<file path="config.mk">
export PLATFORM = sky130hd
export DESIGN_NAME = clk_ratio_lock_detect
export DESIGN_NICKNAME = d
export VERILOG_FILES = /design/src/rtl/clk_ratio_lock_detect.sv
export SDC_FILE = /design/constraint.sdc
export NUM_CORES = 1
export LEC_CHECK = 0
export ABC_CLOCK_PERIOD_IN_PS = 2800
export BUFFER_PORTS_ARGS = -buffer_cell sky130_fd_sc_hd__buf_2
export CORE_ASPECT_RATIO = 0.75
export CORE_MARGIN = 3
export CORE_UTILIZATION = 59
export DETAILED_ROUTE_END_ITERATION = 6
export PLACE_DENSITY_LB_ADDON = 0.2
export SLEW_MARGIN = 10
export SYNTH_ARGS = -nofsm -noshare
export SYNTH_HDL_FRONTEND = slang
export SYNTH_SLANG_ARGS = --single-unit
</file>
<file path="constraint.sdc">
create_clock -name clk_in1 -period 2.8 [get_ports clk_in1]
set_input_delay 0.56 -clock clk_in1 [delete_from_list [all_inputs] [get_ports clk_in1]]
set_output_delay 0.56 -clock clk_in1 [all_outputs]
set_load 0.02 [all_outputs]
</file>
<file path="src/rtl/clk_ratio_lock_detect.sv">
// clk_ratio_lock_detect
// Counts transitions of a divided clock (mon_tgl) over fixed windows of
// clk_in1 cycles and declares lock after LOCK_COUNT consecutive windows whose
// count lies within EXPECTED +/- TOLERANCE.
//
// Output timing: meas_count, meas_valid, locked and lost_lock are all
// registered.  On the clock edge that closes a window they update together, so
// the meas_valid pulse is seen in the cycle after the window-end cycle.
// fsm_state is a debug copy of the controller state (0 idle, 1 flush, 2 measure).
module clk_ratio_lock_detect #(
  parameter int WINDOW_CYCLES = 1024,
  parameter int EXPECTED      = 256,
  parameter int TOLERANCE     = 2,
  parameter int LOCK_COUNT    = 3
) (
  input  logic        clk_in1,
  input  logic        reset,
  input  logic        enable,
  input  logic        mon_tgl,
  output logic        locked,
  output logic [15:0] meas_count,
  output logic        meas_valid,
  output logic        lost_lock,
  output logic [1:0]  fsm_state
);

  typedef enum logic [1:0] {
    S_IDLE    = 2'd0,
    S_FLUSH   = 2'd1,
    S_MEASURE = 2'd2
  } state_t;

  // Good-window bounds in 17-bit signed arithmetic; the lower bound is clamped
  // at zero so a large tolerance can never wrap into a huge unsigned value.
  localparam int LO_INT = (EXPECTED - TOLERANCE < 0) ? 0 : (EXPECTED - TOLERANCE);
  localparam int HI_INT = EXPECTED + TOLERANCE;
  localparam logic signed [16:0] LO_BOUND = 17'(LO_INT);
  localparam logic signed [16:0] HI_BOUND = 17'(HI_INT);
  localparam logic [15:0] WIN_LAST = 16'(WINDOW_CYCLES - 1);
  localparam logic [3:0]  LOCK_N   = 4'(LOCK_COUNT);

  state_t      state;
  logic        sync1;
  logic        sync2;
  logic        hist;
  logic        flush_cnt;
  logic [15:0] win_cnt;
  logic [15:0] edge_cnt;
  logic [3:0]  streak;

  logic        edge_det;
  logic [15:0] edge_sum;
  logic        count_good;
  logic [3:0]  streak_inc;

  assign fsm_state = state;

  // Edge seen this cycle; it is folded into the running count including on the
  // window-end cycle, so edge_sum is the final count of the ending window.
  assign edge_det   = sync2 ^ hist;
  assign edge_sum   = (edge_cnt == 16'hFFFF) ? edge_cnt : (edge_cnt + {15'd0, edge_det});
  assign count_good = ($signed({1'b0, edge_sum}) >= LO_BOUND) &&
                      ($signed({1'b0, edge_sum}) <= HI_BOUND);
  assign streak_inc = (streak >= LOCK_N) ? LOCK_N : (streak + 4'd1);

  // Two-flop synchronizer for the asynchronous toggle plus a history flop.
  always_ff @(posedge clk_in1) begin
    if (reset) begin
      sync1 <= 1'b0;
      sync2 <= 1'b0;
      hist  <= 1'b0;
    end else begin
      sync1 <= mon_tgl;
      sync2 <= sync1;
      hist  <= sync2;
    end
  end

  // Controller: idle/flush/measure, window and edge counting, lock tracking.
  always_ff @(posedge clk_in1) begin
    if (reset) begin
      state      <= S_IDLE;
      flush_cnt  <= 1'b0;
      win_cnt    <= 16'd0;
      edge_cnt   <= 16'd0;
      streak     <= 4'd0;
      locked     <= 1'b0;
      meas_count <= 16'd0;
      meas_valid <= 1'b0;
      lost_lock  <= 1'b0;
    end else begin
      meas_valid <= 1'b0;
      lost_lock  <= 1'b0;
      if (!enable) begin
        // Disabling is not a lock failure: drop lock quietly, keep meas_count.
        state     <= S_IDLE;
        flush_cnt <= 1'b0;
        win_cnt   <= 16'd0;
        edge_cnt  <= 16'd0;
        streak    <= 4'd0;
        locked    <= 1'b0;
      end else begin
        case (state)
          S_IDLE: begin
            state     <= S_FLUSH;
            flush_cnt <= 1'b0;
          end
          S_FLUSH: begin
            // Two cycles with edges ignored while the history flop refills.
            if (flush_cnt) begin
              state    <= S_MEASURE;
              win_cnt  <= 16'd0;
              edge_cnt <= 16'd0;
            end else begin
              flush_cnt <= 1'b1;
            end
          end
          S_MEASURE: begin
            if (win_cnt == WIN_LAST) begin
              meas_count <= edge_sum;
              meas_valid <= 1'b1;
              win_cnt    <= 16'd0;
              edge_cnt   <= 16'd0;
              if (count_good) begin
                streak <= streak_inc;
                locked <= (streak_inc == LOCK_N);
              end else begin
                streak    <= 4'd0;
                locked    <= 1'b0;
                lost_lock <= locked;
              end
            end else begin
              win_cnt  <= win_cnt + 16'd1;
              edge_cnt <= edge_sum;
            end
          end
          default: state <= S_IDLE;
        endcase
      end
    end
  end

endmodule

</file>
Word level (Yosys, flattened, before mapping)
Index checks and enable logic that the tools add are counted.
{"block": "classes", "addsub": 3, "multipliers": 0, "n_div": 0, "order_cmp": 3, "n_eq_ne": 6, "n_shift": 0, "n_mux": 13, "n_bitwise": 4, "n_reduce_logical": 11}
{"operator": "16-bit two-way mux", "count": 4}
{"operator": "16-bit case mux with 2 select lines", "count": 2}
{"operator": "16-bit by 1-bit adder with 16-bit output", "count": 1}
{"operator": "16-bit by 1-bit adder with 16-bit output (second input constant)", "count": 1}
{"operator": "16-bit by 10-bit == test with 1-bit output (second input constant)", "count": 1}
{"operator": "16-bit == test (second input constant)", "count": 1}
{"operator": "16-bit by 8-bit >= comparator with 1-bit output (second input constant)", "count": 1}
{"operator": "16-bit by 9-bit less-or-equal comparator with 1-bit output (second input constant)", "count": 1}
{"operator": "4-bit two-way mux", "count": 2}
{"operator": "2-bit case mux with 3 select lines", "count": 1}
{"operator": "2-bit AND reduction", "count": 3}
{"operator": "5-bit OR reduction", "count": 1}
{"operator": "4-bit by 1-bit adder with 4-bit output (second input constant)", "count": 1}
{"operator": "4-bit by 2-bit == test with 1-bit output (second input constant)", "count": 1}
{"operator": "4-bit by 2-bit >= comparator with 1-bit output (second input constant)", "count": 1}
{"operator": "2-bit nonzero test", "count": 2}
{"operator": "1-bit inverter", "count": 3}
{"operator": "3-bit AND reduction", "count": 1}
{"operator": "3-bit OR reduction", "count": 1}
{"operator": "2-bit by 1-bit == test with 1-bit output (second input constant)", "count": 1}
{"operator": "2-bit == test (second input constant)", "count": 1}
{"operator": "2-bit logical NOT", "count": 1}
{"operator": "1-bit two-way mux", "count": 2}
{"operator": "2-bit two-way mux", "count": 1}
{"operator": "5 further kinds", "count": 5}
{"block": "totals", "ff_bits": 61, "latchBits": 0, "ram_bits": 0, "rom_bits": 0, "mem_count": 0}

Logic depth before layout (Yosys ltp)
Gate-level depths: netlist of the first run.
{"block": "depth", "ltp_word": 6, "depth_mapped": 11}

Least setup slack after synthesis of the first run
No wires, ideal clock.
{"block": "synth_timing", "path_type": "register to register", "startpoint": "reg sync2", "endpoint": "reg lost_lock", "setup_ps": 116, "arrival_ps": 2380, "required_ps": 2684, "path_slack_ps": 304, "stages_incl_launch_ff": 12, "n_path_buf": 1, "synth_period_minus_slack_ps": 2496, "cell_sequence": "dfxtp_1 > xor2_1 > ha_1 > ha_1 > and3_1 > buf_4 > nand2_4 > nor3_1 > a21boi_0 > a21oi_1 > or4_4 > o211a_1"}
{"block": "synth_between", "elab_chain_len": 6, "elab_cells_between_ends": 7, "classes_between": "1 x add/sub; 2 x order compare; 1 x mux; 1 x bitwise; 2 x reduce/logical"}
{"item": "start: declaration", "line_no": "44", "text": "logic sync2;"}
{"item": "start signal: assignment", "line_no": "74", "text": "sync2 <= sync1;"}
{"item": "1-bit bitwise XOR *", "line_no": "60", "text": "assign edge_det = sync2 ^ hist;"}
{"item": "16-bit by 1-bit adder with 16-bit output *", "line_no": "61", "text": "assign edge_sum = (edge_cnt == 16'hFFFF) ? edge_cnt : (edge_cnt + {15'd0, edge_det});"}
{"item": "16-bit two-way mux *", "line_no": "61"}
{"item": "16-bit by 8-bit >= comparator with 1-bit output / 16-bit by 9-bit less-or-equal comparator with 1-bit output (equally long branches)", "line_no": "62, 63"}
{"item": "1-bit logical AND *", "line_no": "62", "text": "assign count_good = ($signed({1'b0, edge_sum}) >= LO_BOUND) &&"}
{"item": "5-bit OR reduction (no line) *"}
{"item": "end signal: assignment", "line_no": "130", "text": "lost_lock <= locked;"}
{"item": "end: declaration", "line_no": "23", "text": "output logic lost_lock,"}
Every way passes the cells marked *; elsewhere a longest branch is shown, timed or not.
A chain may end at the register's enable or synchronous reset.

Final worst setup path of the first run
Ends and elaborated chain as after synthesis.

==> run summary, run 1 <==
The run finished with clean final reports. Once detail routing completed, the nets flagged for antenna violations numbered 0. For the final database, setup skew stands at 9.33 ps. TritonCTS built the clock tree. The run gives 1.27 nW as the static leakage. The logs give 0.631 for the tightest slew margin relative to the limit and 0 for the setup violation total in the final timing report. The number of clock buffers added by TritonCTS is 9. In this run the standard cell core region covers 0.00495 mm². The async set-reset flop share out of synthesis is 0, and the clock latency on the worst-skew pair is 350 ps. Last weighted congestion value of the routability-driven placer: 1.00.

The first global-routing pass estimated 12300 µm of wire. From synthesis to final layout, the design area changed by 17.4%. Layout cell share with drive strength beyond 1: 0.199. The number of nets in the synthesized netlist is 399. The post-placement cell area is 0.00332 mm², and the total power per unit cell area is 510 mW/mm². The synthesized design contains 61 register bits. Global routing finished with a remaining overflow of 0.

Number of pins with negative max-slew slack in the final report: 0. The portion of the post-synthesis area used by sequential elements is 0.397. The logs give 143 ps for the worst path setup slack after routing and 0.376 GHz for the top achievable clock speed.

The die covers 0.00613 mm². In the post-synthesis netlist, the biggest area contributors are sky130_fd_sc_hd__dfxtp_1, sky130_fd_sc_hd__nor2_1, sky130_fd_sc_hd__nand2_1, sky130_fd_sc_hd__a21oi_1, sky130_fd_sc_hd__o21ai_0. Counting along the longest clock path gives a buffer depth of 2. The register area is 0.00122 mm². The area used by multi-input combinational logic came out at 0.00175 mm². The cell type contributing the most total cell area after synthesis is sky130_fd_sc_hd__dfxtp_1. Start-to-end type of the worst setup path: reg2reg. The category of the worst setup path launch point was a register.

The clock net sink count is 61. 25 I/O pins were placed. The library cell used as clock root buffer is sky130_fd_sc_hd__clkbuf_8. The initial antenna violation count was 0. The first routing iteration left 303 violations. The average wire per standard cell was 15.9 µm. Sorting the synthesized cells by how often they occur yields sky130_fd_sc_hd__dfxtp_1, sky130_fd_sc_hd__nor2_1, sky130_fd_sc_hd__nand2_1. The effective utilization at floorplan is 0.621, and the unique cell type count in the Yosys netlist is 54. The count of flip-flops with a built-in enable after synthesis works out to 0. CTS built an H-tree with a depth of 3. In this run the tool buffered the top-level ports with 24 buffer cells.

The share of the clock period used by the worst path came out at 0.949. OpenSTA, run right after detailed placement, puts the worst setup slack at 88.9 ps. The logs give 22 for the number of standard-cell rows in the floorplan and 391 for the post-synthesis cell count. The worst hold path belongs to the class in2reg. Clock-pin slew was measured on the worst setup and hold paths at 70 ps. The area fraction of the dominant cell type after synthesis was 0.397; the worst path buffer plus inverter count was 0.

At the worst endpoint, the required time is 3050 ps. The run gives 0 as the count of endpoints failing hold in the final timing report. The summed area of non-filler cells in the final layout was 0.00361 mm². During synthesis, Yosys emitted a total of 0 warnings.

Per-instance average area after synthesis: 7.87 µm². The via count of the first global-routing pass was 2547. For this run, design rule violations remaining after detail routing come to 0. Subtracting the final worst setup slack from the clock period gives 2660 ps.

The floorplan step set the die width to 89.4 µm. The main flop type after synthesis is sky130_fd_sc_hd__dfxtp_1. The cell family contributing the most delay on the critical path is simple AND/OR/NAND/NOR gates.

The slowest stage of the critical path is the sky130_fd_sc_hd__or4_1 cell. Walking the worst path, the cells encountered are xor2_1 > ha_2 > ha_2 > and3_2 > nand2_4 > nor3_4 > xnor2_1 > or4_1 > o21a_1 > o211a_1. The setup slack of the most critical reg-to-reg path came out at 140 ps.

In the post-synthesis netlist, the cell with the most instances is sky130_fd_sc_hd__dfxtp_1. The tools report the number of max-cap violations as 0. The maximum fanout count along the critical path was 4. The logs give 5400 µm for the sum of net half-perimeters after detailed placement and 0 for the antenna cell count.

At the pin with the least slew margin, the transition time is 552 ps. The most frequent cell on the critical path is sky130_fd_sc_hd__ha_2. The run gives 5 as the total iterations of the first detailed-routing run. The total track usage is 0.266. The mapped netlist covers 0.00308 mm².

For this run, the post-layout net count is 431. For the detailed-route wire length, the log shows 7750 µm. VDD sags by at most 0.000417 V. Entering global routing, the biggest net connects 37 pins.

The total chip power was 1.84 mW. Arrival time at the worst endpoint: 2910 ps. The via density per instance came out at 6.04.

On the worst path, the slowest cell contributes a delay of 530 ps. From bottom edge to top edge, the die measures 68.5 µm. For the overall via count from detail_route, the log shows 2948. Hold repair after CTS inserted 0 buffers.

The filler cell count in the final layout was 411. The critical path endpoint category is a register.
==> path summary, 6_finish.rpt <==
kind | from | end | depth (start not counted)
max | sync2 | lost_lock | 10
min | mon_tgl | sync1 | 2
max reg2reg | sync2 | lost_lock | 10
min reg2reg | meas_count[10] | meas_count[10] | 2
==> layer usage <==
layer | routed length [µm] | GRT usage | vias up
li1 | - | - | 1468
met1 | 3730 | 0.378 | 1348
met2 | 3330 | 0.390 | 120
met3 | 554 | 0.0713 | 12
met4 | 129 | 0.0874 | 0
met5 | 0 | 0 | -
==> through the flow <==
step	util	hold WS (ps)	cells	TNS, ps
floorplan	-	414	391	0
global placement	0.670	441	471	0
detailed placement	0.670	450	471	0
CTS	0.718	422	487	0
global route	0.729	479	488	-14.3
finish	0.729	426	488	0
==> registers in the layout, indices dropped and copies added, names as in the netlist <==
| signal | count |
|---|---|
| hist | 1 |
| streak | 4 |
| flush_cnt | 1 |
| sync2 | 1 |
| sync1 | 1 |
| edge_cnt | 16 |
| locked | 1 |
| fsm_state | 2 |
| lost_lock | 1 |
| meas_count | 16 |
| meas_valid | 1 |
| win_cnt | 16 |
==> kinds of logic (layout without fill, tap and decap cells) <==
logic type | count (synthesis) | count (layout) | share of synthesized area
compound gates | 96 | 96 | 0.196
xor+xnor | 10 | 10 | 0.0285
fa+ha+maj | 4 | 4 | 0.0163
buf+inv | 33 | 70 | 0.0508
flops | 61 | 61 | 0.397
mux | 3 | 3 | 0.00976
simple gates | 184 | 184 | 0.302
==> layout make-up <==
type	instances	area share
repair buffers	47	0.0845
inverters	7	0.00727
clock inverters	6	0.0308
well taps	60	0.0208
clock buffers	10	0.0353
multi-input cells	297	0.483
flip-flops and latches	61	0.338
==> placed cells by master (no fill, tap or decap), types with 2 or more instances in the layout <==
master and n:
sky130_fd_sc_hd__a311oi_1 7, sky130_fd_sc_hd__o31ai_2 2, sky130_fd_sc_hd__o21a_1 3, sky130_fd_sc_hd__nor4_1 4, sky130_fd_sc_hd__a21oi_1 31, sky130_fd_sc_hd__nor2_1 52
sky130_fd_sc_hd__nand3_1 17, sky130_fd_sc_hd__ha_1 2, sky130_fd_sc_hd__nor3b_1 3, sky130_fd_sc_hd__o21ai_1 2, sky130_fd_sc_hd__a31oi_1 7, sky130_fd_sc_hd__nand2_1 47
sky130_fd_sc_hd__nand2b_1 2, sky130_fd_sc_hd__a22oi_1 8, sky130_fd_sc_hd__dfxtp_1 61, sky130_fd_sc_hd__mux2i_1 3, sky130_fd_sc_hd__and2_1 5, sky130_fd_sc_hd__xnor2_1 6
sky130_fd_sc_hd__and3_1 3, sky130_fd_sc_hd__o21ai_0 19, sky130_fd_sc_hd__and4_1 3, sky130_fd_sc_hd__nor2b_1 5, sky130_fd_sc_hd__nor3_1 13, sky130_fd_sc_hd__xor2_1 4
sky130_fd_sc_hd__nor3_2 5, sky130_fd_sc_hd__ha_2 2, sky130_fd_sc_hd__a211oi_1 5, sky130_fd_sc_hd__bufinv_16 3, sky130_fd_sc_hd__inv_1 7, sky130_fd_sc_hd__buf_4 22
sky130_fd_sc_hd__nand4_1 5, sky130_fd_sc_hd__or3_1 3, sky130_fd_sc_hd__nand3b_1 3, sky130_fd_sc_hd__clkbuf_8 9, sky130_fd_sc_hd__buf_2 24
==> repair_timing <==
item                                    4_1_cts  5_1_grt
gates resized for setup                       0       14
buffers inserted                              0        1
endpoints found under the setup margin        0        4
==> power breakdown <==
group          internal [mW]  total, mW  switching [mW]  leakage (nW)
clock network          0.591      0.940           0.349         0.116
logic                0.00822     0.0310          0.0227         0.661
registers              0.870      0.872         0.00208         0.492
total                   1.47       1.84           0.374          1.27
(Power assumes the default switching activity.)
==> run 2: changes to the inputs <==
--- a/config.mk
+++ b/config.mk
@@ -11,7 +11,7 @@
 export CORE_MARGIN = 3
 export CORE_UTILIZATION = 59
 export DETAILED_ROUTE_END_ITERATION = 6
-export PLACE_DENSITY_LB_ADDON = 0.2
+export PLACE_DENSITY = 0.79
 export SLEW_MARGIN = 10
 export SYNTH_ARGS = -nofsm -noshare
 export SYNTH_HDL_FRONTEND = slang
==> run 2 against run 1 <==
Clock power is 32% lower. Utilization is 2.5 points lower. Combinational power is 3% lower. Largest power group is now sequential cells. Die area stayed put. Setup slack worse by 31 ps. Register-to-register slack worse by 30 ps. Critical endpoint unchanged. Clock-buffer cell count is 1 higher.
==> run summary, run 2 (synthesized netlist as in run 1, its figures left out) <==
The count of endpoints failing hold in the final timing report came out at 0 (unchanged). The maximum fanout count along the critical path is 4 (unchanged). The largest net degree at the start of global routing was 37 (unchanged); the met2 layer usage reported by global route was 0.389 (-0.000919). Leaving out fill and tap cells, the most frequent cell in the layout is sky130_fd_sc_hd__dfxtp_1.

For the number of placed cells counting well taps, the log shows 467 (-0.85%). The run gives 7390 µm (-4.6%) as the detailed-route wire length. For the overall via count from detail_route, the log shows 2977 (+0.98%).

Full die area: 0.00613 mm² (unchanged). The run finished with clean final reports. The tightest slew margin relative to the limit was 0.504 (-0.127); the post-cts gate resize count was 0 (unchanged). The total iterations of the first detailed-routing run came out at 7 (+2).

TritonCTS built the clock tree. STA classifies the critical path endpoint as a register. Startpoint of the tightest hold check path: mon_tgl. The antenna cell count was 0 (unchanged). The global routing stage identified its most utilized layer as met2. The total track usage is 0.253 (-0.0125), and the average wire per standard cell is 15.3 µm (-3.6%). Boundary pin count: 25 (unchanged). The last weighted congestion value of the routability-driven placer was 0.978 (-2.2%). The share of the clock period used by the worst path was 0.960 (+0.0110).

The top achievable clock speed was 0.372 GHz (-1.1%). The clock net sink count is 61 (unchanged), and the initial antenna violation count is 0 (unchanged). Static leakage: 1.20 nW (-5.1%).

The largest individual stage delay along the critical path comes from the cell sky130_fd_sc_hd__or4_4. Number of standard cells in the layout, taps in and fillers out: 483 (-1.0%). The total power per unit cell area was 442 mW/mm² (-13%); the area growth from synthesis to layout was 13.4%. Among the stages of the critical path, the cell type that occurs most often is sky130_fd_sc_hd__ha_2.

Remaining antenna violation count after routing: 0 (unchanged). The category of the worst setup path launch point is a register. The post-CTS repair timing setup buffer count is 0 (unchanged), and the number of pins with negative max-slew slack in the final report is 0 (unchanged). For the required time of the worst setup path, the log shows 3040 ps (about the same).

The clock latency on the worst-skew pair is 340 ps (about the same). The H-tree depth is 3 (unchanged), and the sum of net half-perimeters after detailed placement is 5200 µm (-3.6%). Library cell used as clock root buffer: sky130_fd_sc_hd__clkbuf_8. The tools report the final net count as 426 (-1.2%). The critical path is of the reg2reg type. The maximum vdd drop is 0.000387 V (-7.3%). The post-placement cell area was 0.00328 mm² (-1.3%).

The tools report the total chip power as 1.54 mW (-16%). The count of cells along the worst hold path was 2 (unchanged). The number of standard-cell rows in the floorplan was 22 (unchanged); the effective utilization at floorplan was 0.621 (unchanged). Via count of the first global-routing pass: 2525 (-0.86%). For the summed area of non-filler cells in the final layout, the log shows 0.00349 mm² (-3.4%). The most critical setup path has its startpoint at sync2.

The number of remaining DRC errors is 0 (unchanged). The layout cell share with drive strength beyond 1 is 0.191 (-0.00711), and the time the worst path needs with I/O delays and setup is 2690 ps (+30.9 ps). In the final layout, the registers with the most flip-flops are edge_cnt (16), meas_count (16), win_cnt (16). The via density per instance came out at 6.16 (+2.0%). The setup violation total in the final timing report came out at 0 (unchanged). The startpoint of the worst-slack reg-to-reg timing path is sync2. The y dimension of the die came out at 68.5 µm (unchanged). The worst hold path belongs to the class in2reg. The clock-pin slew on the worst setup and hold paths works out to 70 ps (about the same).

Number of buffers added to fix hold violations after cts: 0 (unchanged). The violation count after the first detailed-route iteration was 288 (-5.0%); the number of cell instances on the worst register-to-register path was 10 (unchanged). The die span in x works out to 89.4 µm (unchanged). The overflow left after global routing is 0 (unchanged), and the transition time of the tightest slew-check pin is 736 ps (+185 ps). Delay of the slowest cell on the worst path: 490 ps (-40 ps). Met3 track demand over resource in global routing: 0.0677 (-0.00356). The number of max-cap violations was 0 (unchanged). The signal on the critical path passes through xor2_1 > ha_2 > ha_2 > inv_1 > nor3_2 > o21ai_0 > o41ai_1 > a31oi_1 > or4_4 > o211a_1. Number of buffer cells added on primary ports: 24 (unchanged). For the CTS buffer count, the log shows 9 (unchanged). The arrival time at the worst endpoint is 2930 ps (+20 ps). The maximum count of clock buffers along a single path is 2 (unchanged).

The logs give 0.350 (-0.0288) for the met1 track demand over resource and 0.00495 mm² (unchanged) for the area of the placeable core. The first-pass GRT wire length is 12000 µm (-2.6%). The tools report the setup clock skew after layout as 5.52 ps (-3.81 ps). Leaving out fill and tap cells, the most frequent cells in the layout are sky130_fd_sc_hd__dfxtp_1, sky130_fd_sc_hd__nor2_1, sky130_fd_sc_hd__nand2_1.
==> run 2: cell count changes in the layout (fill, tap and decap cells not counted), sizes merged <==
cell | previous run | this run
buf | 47 | 42
bufinv | 3 | 0
clkbuf | 10 | 11
clkinv | 2 | 4
==> run 2: per-layer routing <==
metal | vias up | part of all wire
met1 | 1391 | 0.46
met3 | 19 | 0.073
li1 | 1456 | -
met4 | 0 | 0.019
met2 | 111 | 0.44
met5 | - | 0
==> run 2: worst paths after layout <==
| kind | to | slack (ps) |
|---|---|---|
| max | lost_lock | 110 |
| min | sync1 | 440 |
| max reg2reg | lost_lock | 110 |
| min reg2reg | meas_count[11] | 450 |
==> run 2: report_power, final <==
group | internal [mW] | leakage [nW] | switching (mW) | total [mW]
Combinational | 0.00812 | 0.629 | 0.0221 | 0.0302
Sequential | 0.871 | 0.492 | 0.00189 | 0.873
Clock | 0.314 | 0.0829 | 0.325 | 0.640
==> run 2: critical path, delay by kind of cell, from the launching register on <==
family | cells | cell delay [ps]
AOI/OAI and AO/OA | 4 | 880
xor gates and xnor gates | 1 | 170
adders and majority gates | 2 | 430
buffers and inverters | 1 | 90
DFF | 1 | 340
and+or+nand+nor | 2 | 670
==> run 2: final cells by class <==
cell class              instances  area, µm²
clock inverters                 5       27.5
clock buffers                  11        131
well taps                      60       75.1
multi-input cells             297       1750
repair buffers                 42        255
flip-flops and latches         61       1220
fillers                       420       1470
inverters                       7       26.3
==> run 2: through the flow <==
step | utilization | hold WS, ps | TNS, ps | setup slack, ps
after floorplan | - | 414 | 0 | 304
after global placement | 0.661 | 441 | 0 | 169
after detailed placement | 0.661 | 447 | 0 | 118
after CTS | 0.693 | 428 | 0 | 95.2
after global routing | 0.704 | 436 | -63.9 | -34.7
final | 0.704 | 435 | 0 | 112
